### config.mk
export PLATFORM = sky130hd
export DESIGN_NAME = relm_op_loader
export DESIGN_NICKNAME = d
export VERILOG_FILES = /design/src/rtl/relm_op_loader_pkg.sv /design/src/rtl/relm_op_loader_timeout.sv /design/src/rtl/relm_op_loader.sv
export SDC_FILE = /design/constraint.sdc
export NUM_CORES = 1
export LEC_CHECK = 0
export CAP_MARGIN = 20
export CELL_PAD_IN_SITES_DETAIL_PLACEMENT = 0
export CELL_PAD_IN_SITES_GLOBAL_PLACEMENT = 1
export CORE_UTILIZATION = 45
export DETAILED_ROUTE_END_ITERATION = 10
export PLACE_DENSITY = 0.76
export REMOVE_ABC_BUFFERS = 1
export SYNTH_ARGS = -nofsm -noshare
export SYNTH_HDL_FRONTEND = slang
export SYNTH_SLANG_ARGS = --single-unit
### constraint.sdc
create_clock -name clk -period 2.4 [get_ports clk]
set_input_delay 0.72 -clock clk [delete_from_list [all_inputs] [get_ports clk]]
set_output_delay 0.72 -clock clk [all_outputs]
set_load 0.01 [all_outputs]
### src/rtl/relm_op_loader_pkg.sv
// Shared loader constants: frame magic byte and FSM state encoding.
package relm_op_loader_pkg;

  localparam logic [7:0] RELM_LOADER_MAGIC = 8'hA5;

  typedef enum logic [2:0] {
    L_IDLE = 3'd0,
    L_ADR0 = 3'd1,
    L_ADR1 = 3'd2,
    L_CNT0 = 3'd3,
    L_CNT1 = 3'd4,
    L_DATA = 3'd5,
    L_SUM  = 3'd6
  } loader_state_e;

endpackage

### src/rtl/relm_op_loader_timeout.sv
// Idle-cycle watchdog for the op loader: counts while enabled and not cleared,
// flags expiry on the cycle the counter is about to reach all-ones.
module relm_loader_timeout #(
  parameter int WTO = 16
) (
  input  logic clk,
  input  logic rst_n,
  input  logic i_clr,
  input  logic i_en,
  output logic o_expire
);

  localparam logic [WTO-1:0] ONES = '1;
  localparam logic [WTO-1:0] LAST = ONES - 1'b1;

  logic [WTO-1:0] r_cnt;

  // Idle counter: reset by activity or by the loader being idle.
  always_ff @(posedge clk or negedge rst_n) begin
    if (!rst_n) begin
      r_cnt <= '0;
    end else if (i_clr || !i_en) begin
      r_cnt <= '0;
    end else begin
      r_cnt <= r_cnt + 1'b1;
    end
  end

  // Expiry coincides with the edge at which the count reaches all-ones.
  assign o_expire = i_en && !i_clr && (r_cnt == LAST);

endmodule

### src/rtl/relm_op_loader.sv
// Byte-stream boot/patch loader for the ReLM op memories. Parses
// MAGIC ADR_L ADR_H CNT_L CNT_H OP[0..CNT-1] SUM frames and drives the
// op memory write port while the PE ring keeps running.
module relm_op_loader
  import relm_op_loader_pkg::*;
#(
  parameter int WID = 0,
  parameter int WAD = 0,
  parameter int WOP = 5,
  parameter int WTO = 16
) (
  input  logic                                        clk,
  input  logic                                        rst_n_in,
  input  logic [7:0]                                  rx_d_in,
  input  logic                                        rx_valid_in,
  output logic                                        rx_ready_out,
  output logic                                        op_we_out,
  output logic [((WAD+WID) > 0 ? (WAD+WID) : 1)-1:0]  op_wa_out,
  output logic [WOP-1:0]                              op_d_out,
  output logic                                        busy_out,
  output logic                                        done_out,
  output logic                                        err_out
);

  // A zero-width address (single PE, single op) degenerates to one bit.
  localparam int WA = (WAD + WID) > 0 ? (WAD + WID) : 1;

  loader_state_e   r_state;
  logic            r_ready;
  logic            r_we;
  logic [WA-1:0]   r_wa;
  logic [WOP-1:0]  r_d;
  logic            r_done;
  logic            r_err;
  logic [15:0]     r_addr;
  logic [15:0]     r_cnt;
  logic [7:0]      r_sum;

  logic            w_accept;
  logic            w_op_bad;
  logic            w_expire;
  logic            w_busy;

  assign w_accept = rx_valid_in && r_ready;
  assign w_op_bad = (rx_d_in >> WOP) != 8'd0;
  assign w_busy   = (r_state != L_IDLE);

  relm_loader_timeout #(
    .WTO (WTO)
  ) u_timeout (
    .clk      (clk),
    .rst_n    (rst_n_in),
    .i_clr    (w_accept),
    .i_en     (w_busy),
    .o_expire (w_expire)
  );

  // Frame parser FSM with datapath (address, count, checksum) and registered outputs.
  // The full 16-bit address is kept; only its low WA bits are emitted, which
  // wraps identically to a WA-bit counter.
  always_ff @(posedge clk or negedge rst_n_in) begin
    if (!rst_n_in) begin
      r_state <= L_IDLE;
      r_ready <= 1'b0;
      r_we    <= 1'b0;
      r_wa    <= '0;
      r_d     <= '0;
      r_done  <= 1'b0;
      r_err   <= 1'b0;
      r_addr  <= '0;
      r_cnt   <= '0;
      r_sum   <= '0;
    end else begin
      r_ready <= 1'b1;
      r_we    <= 1'b0;
      r_done  <= 1'b0;
      if (w_expire) begin
        r_state <= L_IDLE;
        r_err   <= 1'b1;
      end else if (w_accept) begin
        if (r_state != L_IDLE) begin
          r_sum <= r_sum + rx_d_in;
        end
        case (r_state)
          L_IDLE: begin
            if (rx_d_in == RELM_LOADER_MAGIC) begin
              r_state <= L_ADR0;
              r_err   <= 1'b0;
              r_sum   <= '0;
            end
          end
          L_ADR0: begin
            r_addr[7:0] <= rx_d_in;
            r_state     <= L_ADR1;
          end
          L_ADR1: begin
            r_addr[15:8] <= rx_d_in;
            r_state      <= L_CNT0;
          end
          L_CNT0: begin
            r_cnt[7:0] <= rx_d_in;
            r_state    <= L_CNT1;
          end
          L_CNT1: begin
            r_cnt[15:8] <= rx_d_in;
            r_state     <= ({rx_d_in, r_cnt[7:0]} == 16'd0) ? L_SUM : L_DATA;
          end
          L_DATA: begin
            r_addr <= r_addr + 16'd1;
            r_cnt  <= r_cnt - 16'd1;
            if (r_cnt == 16'd1) begin
              r_state <= L_SUM;
            end
            if (w_op_bad) begin
              r_err <= 1'b1;
            end else begin
              r_we <= 1'b1;
              r_wa <= r_addr[WA-1:0];
              r_d  <= rx_d_in[WOP-1:0];
            end
          end
          L_SUM: begin
            r_state <= L_IDLE;
            if ((r_sum + rx_d_in) == 8'd0) begin
              if (!r_err) begin
                r_done <= 1'b1;
              end
            end else begin
              r_err <= 1'b1;
            end
          end
          default: r_state <= L_IDLE;
        endcase
      end
    end
  end

  assign rx_ready_out = r_ready;
  assign op_we_out    = r_we;
  assign op_wa_out    = r_wa;
  assign op_d_out     = r_d;
  assign busy_out     = w_busy;
  assign done_out     = r_done;
  assign err_out      = r_err;

endmodule

==> results by group <==
Final layout
  – Share of layout cells above drive strength 1: roughly a fifth
  – # nets final: about 430
  – Final core utilization: between 60% and 70%
  – Design area: 3940 µm²
  – Cell Count, Final, Fillers Out: about 490
  – Area grow syn2layout: 29.2%
  – Ant diodes: 0
  – Multi-input gate area: 1740 µm²
  – Register Area: 1350 µm²
  – Filler Cells Inserted: roughly 570

Worst setup path
  – CP top delay family: buffers and inverters
  – Worst setup EP type: output pin
  – Worst-path maximum fanout: 7
  – Critical Path Max Stage Delay: just under 0.5 ns
  – Worst path required time: about 1.7 ns
  – Levels on crit path: 3
  – Slowest cell on the critical path: clkdlybuf4s50_1
  – Crit path kind: flop to output pin
  – R2R cell count: 9
  – Arrival time at the worst endpoint: 1.64 ns
  – Crit-path cells: nor3_1, inv_1, clkdlybuf4s50_1
  – CP bufs+invs: 2
  – Worst Setup Start Kind: flop

Logic synthesis
  – Biggest area consumer among synthesized cells: dfrtp_1
  – Mapped cell area: 3050 µm²
  – Sequential element share of the synthesized area: 44.4%
  – Top_reg_cell synth: dfrtp_1
  – Synth cell types: 50
  – Synthesized flop and latch total: 54
  – Post-synth EDFFs: 0
  – Syn Area/Cell: around 9.0 µm²
  – Top cells by area, synth: dfrtp_1 (44%), nand2_1 (4.6%), ha_1 (4.5%)
  – Top-area cell type share of the netlist area: approximately 44%
  – Synth warn: 0
  – Synthesized netlist cell count: 340
  – Asr flop ratio synth: 100%

Floorplanning
  – Die footprint: between 7000 and 8000 µm²
  – Row Count: 29
  – Die Wd: 84.3 µm
  – Initial Utilization: 47.2%
  – Core area: around 6500 µm²
  – Chip height: ~84 µm
  – Ports: 22

Place
  – RePlAce Congestion: just over 0.8
  – Post-DP Area: 3690 µm²
  – Port bufs: 21
  – Post-place setup slack: -0.752 ns
  – Post-DP HPWL: about 5700 µm
  – Placed cells: approximately 480

GRT
  – Largest net degree at the start of global routing: 37
  – First-pass GRT wire length: 13300 µm
  – Initial antenna violation count: 0
  – Vias in the first global route: around 2.8k
  – All-Layer GR Usage: around a quarter
  – GRT overflow: 0

STA
  – Final min period: roughly 2.4 ns
  – Final hold vios: 0
  – Max Clk Rate: 0.423 GHz
  – Max-slew violations: 0
  – RSZ-0062 raised after global routing: true
  – Endpoints failing setup: 0
  – Tcrit/Tclk final: roughly 99%
  – Final WS setup: approximately 0.036 ns
  – Setup Skew: 0.0196 ns

Job
  – Max-cap violations: 0

Route
  – Detail Route Antenna Nets: 0
  – DRC Markers: 6
  – Post-detailed-route wirelength per cell: 15.8 µm
  – Pre-Repair DR Iteration Count: 7
  – DR WL met2: 3540 µm
  – Via Count: 2745
  – Drt total wl: between 7000 and 8000 µm
  – DRT iter0 DRCs: roughly 170
  – Max Used Layer: met4
  – DR vias/cell: 5.64
  – Wire length on met3: just over 300 µm
  – M1 WL: ~3800 µm

Clock network
  – Reg clk slew, reported paths: 0.11 ns
  – Clk buf depth: 2
  – Clk root buf: clkbuf_8
  – Maximum level of the CTS H-tree: 2
  – CTS tree: yes
  – Clk sinks: 54
  – TritonCTS Buffers: 5
  – Skew-Pair Late Insertion Delay: 0.32 ns

Run status
  – Status: complete, but fails checks
  – Failing checks: design-rule violations

Pwr
  – Peak VDD IR: 0.000641 V
  – Power Dens Cells: about 1100 nW/µm²
  – Leak Pwr: ~1.7 nW

Hold path
  – HP Class: input pin to async pin
## worst paths after layout
kind | to | slack, ns | start
setup / recovery | busy_out | 0.04 | r_state[0]$_DFFE_PN0P_
hold / removal | r_cnt[2]$_DFFE_PN0P_ | 0.33 | rst_n_in
setup reg to reg | r_sum[6]$_DFFE_PN0P_ | 0.17 | r_sum[0]$_DFFE_PN0P_
hold reg to reg | op_d_out[2]$_DFFE_PN0P_ | 0.47 | op_d_out[2]$_DFFE_PN0P_
max in group asynchronous | r_sum[3]$_DFFE_PN0P_ | 1.50 | rst_n_in
min in group clk | op_d_out[2]$_DFFE_PN0P_ | 0.47 | op_d_out[2]$_DFFE_PN0P_
## kinds of logic after synthesis
group / after synthesis / synth area share, %
compound gates: 95 / 20.3
other cells: 1 / 0.123
fa+ha+maj: 12 / 5.17
mux: 1 / 0.329
buf+inv: 18 / 2.26
xor+xnor: 17 / 4.89
simple gates: 142 / 22.6
flops: 54 / 44.4
## area by class of cell
cell class,count,area share [%]
Tap cell,77,2.45
Timing Repair Buffer,73,15.5
Inverter,8,0.763
Clock inverter,1,0.763
Clock buffer,6,2.10
Sequential cell,54,34.4
Multi-Input combinational cell,268,44.1
## per-stage QoR
| step | TNS [ns] | hold WS, ns | power (mW) |
|---|---|---|---|
| 6_report | 0 | 0.329 | 4.15 |
| 4_1_cts | 0 | 0.344 | 4.13 |
| 3_5_place_dp | -5.45 | 0.455 | 3.32 |
| 2_1_floorplan | -0.0820 | 0.424 | 2.49 |
| 3_3_place_gp | -5.61 | 0.452 | 3.29 |
| 5_1_grt | -0.0130 | 0.364 | 4.45 |
## registers in the layout (all words and copies together), names as in the netlist
| register | count |
|---|---|
| r_sum | 8 |
| r_state | 3 |
| op_wa_out | 1 |
| op_we_out | 1 |
| op_d_out | 5 |
| err_out | 1 |
| r_cnt | 16 |
| done_out | 1 |
| r_addr | 1 |
| rx_ready_out | 1 |
| u_timeout.r_cnt | 16 |
## timing repair
action	in CTS	in global routing
endpoints found under the setup margin	6	3
pin swaps	12	2
hold buffers	0	0
gates resized for setup	31	3
buffers inserted	3	0
## synth_stat cells (2+ instances only)
master and n:
dfrtp_1 54, nor2_1 33, o31ai_1 2, inv_1 8, nor3b_1 3, or4_1 2
o41ai_1 2, o21ai_1 6, or3_1 12, a21oi_1 27, clkbuf_1 9, nor3_1 18
xor2_1 11, ha_1 11, a22o_1 6, nand4_1 6, nand2_1 37, nor4_1 6
o21ai_0 18, a211oi_1 2, o211ai_1 4, o22a_1 4, nor2b_1 4, nand3_1 14
a21o_1 4, o31a_2 2, o2bb2ai_1 2, o2111ai_1 2, a22oi_1 3, a31oi_1 3
xnor2_1 6
## where the power goes
group          leakage, nW  switching, mW  internal (mW)
sequential           0.692          0.288           1.19
clock               0.0573          0.291          0.334
combinational        0.936           1.02           1.03
total                 1.69           1.60           2.55
## per-layer routing
metal	track usage [%]	vias up
li1	-	1389
met1	33.4	1284
met2	38.7	67
met3	3.64	5
met4	4.70	0
met5	0	-
## cells in the final DEF, fill, tap and decap left out, types with 4 or more instances in the layout
master           synthesis  routed
a21o_1                   4       4
a21oi_1                 27      25
a22o_1                   6       6
buf_4                    0      51
clkbuf_8                 0       6
clkdlybuf4s50_1          0      13
dfrtp_1                 54      53
ha_1                    11       7
ha_4                     0       4
inv_1                    8       8
nand2_1                 37      37
nand3_1                 14      14
nand4_1                  6       6
nor2_1                  33      33
nor2b_1                  4       4
nor3_1                  18      17
nor4_1                   6       6
o211ai_1                 4       4
o21ai_0                 18      18
o21ai_1                  6       6
o22a_1                   4       4
or3_1                   12      12
xnor2_1                  6       5
xor2_1                  11      11
(Power assumes the default switching activity.)
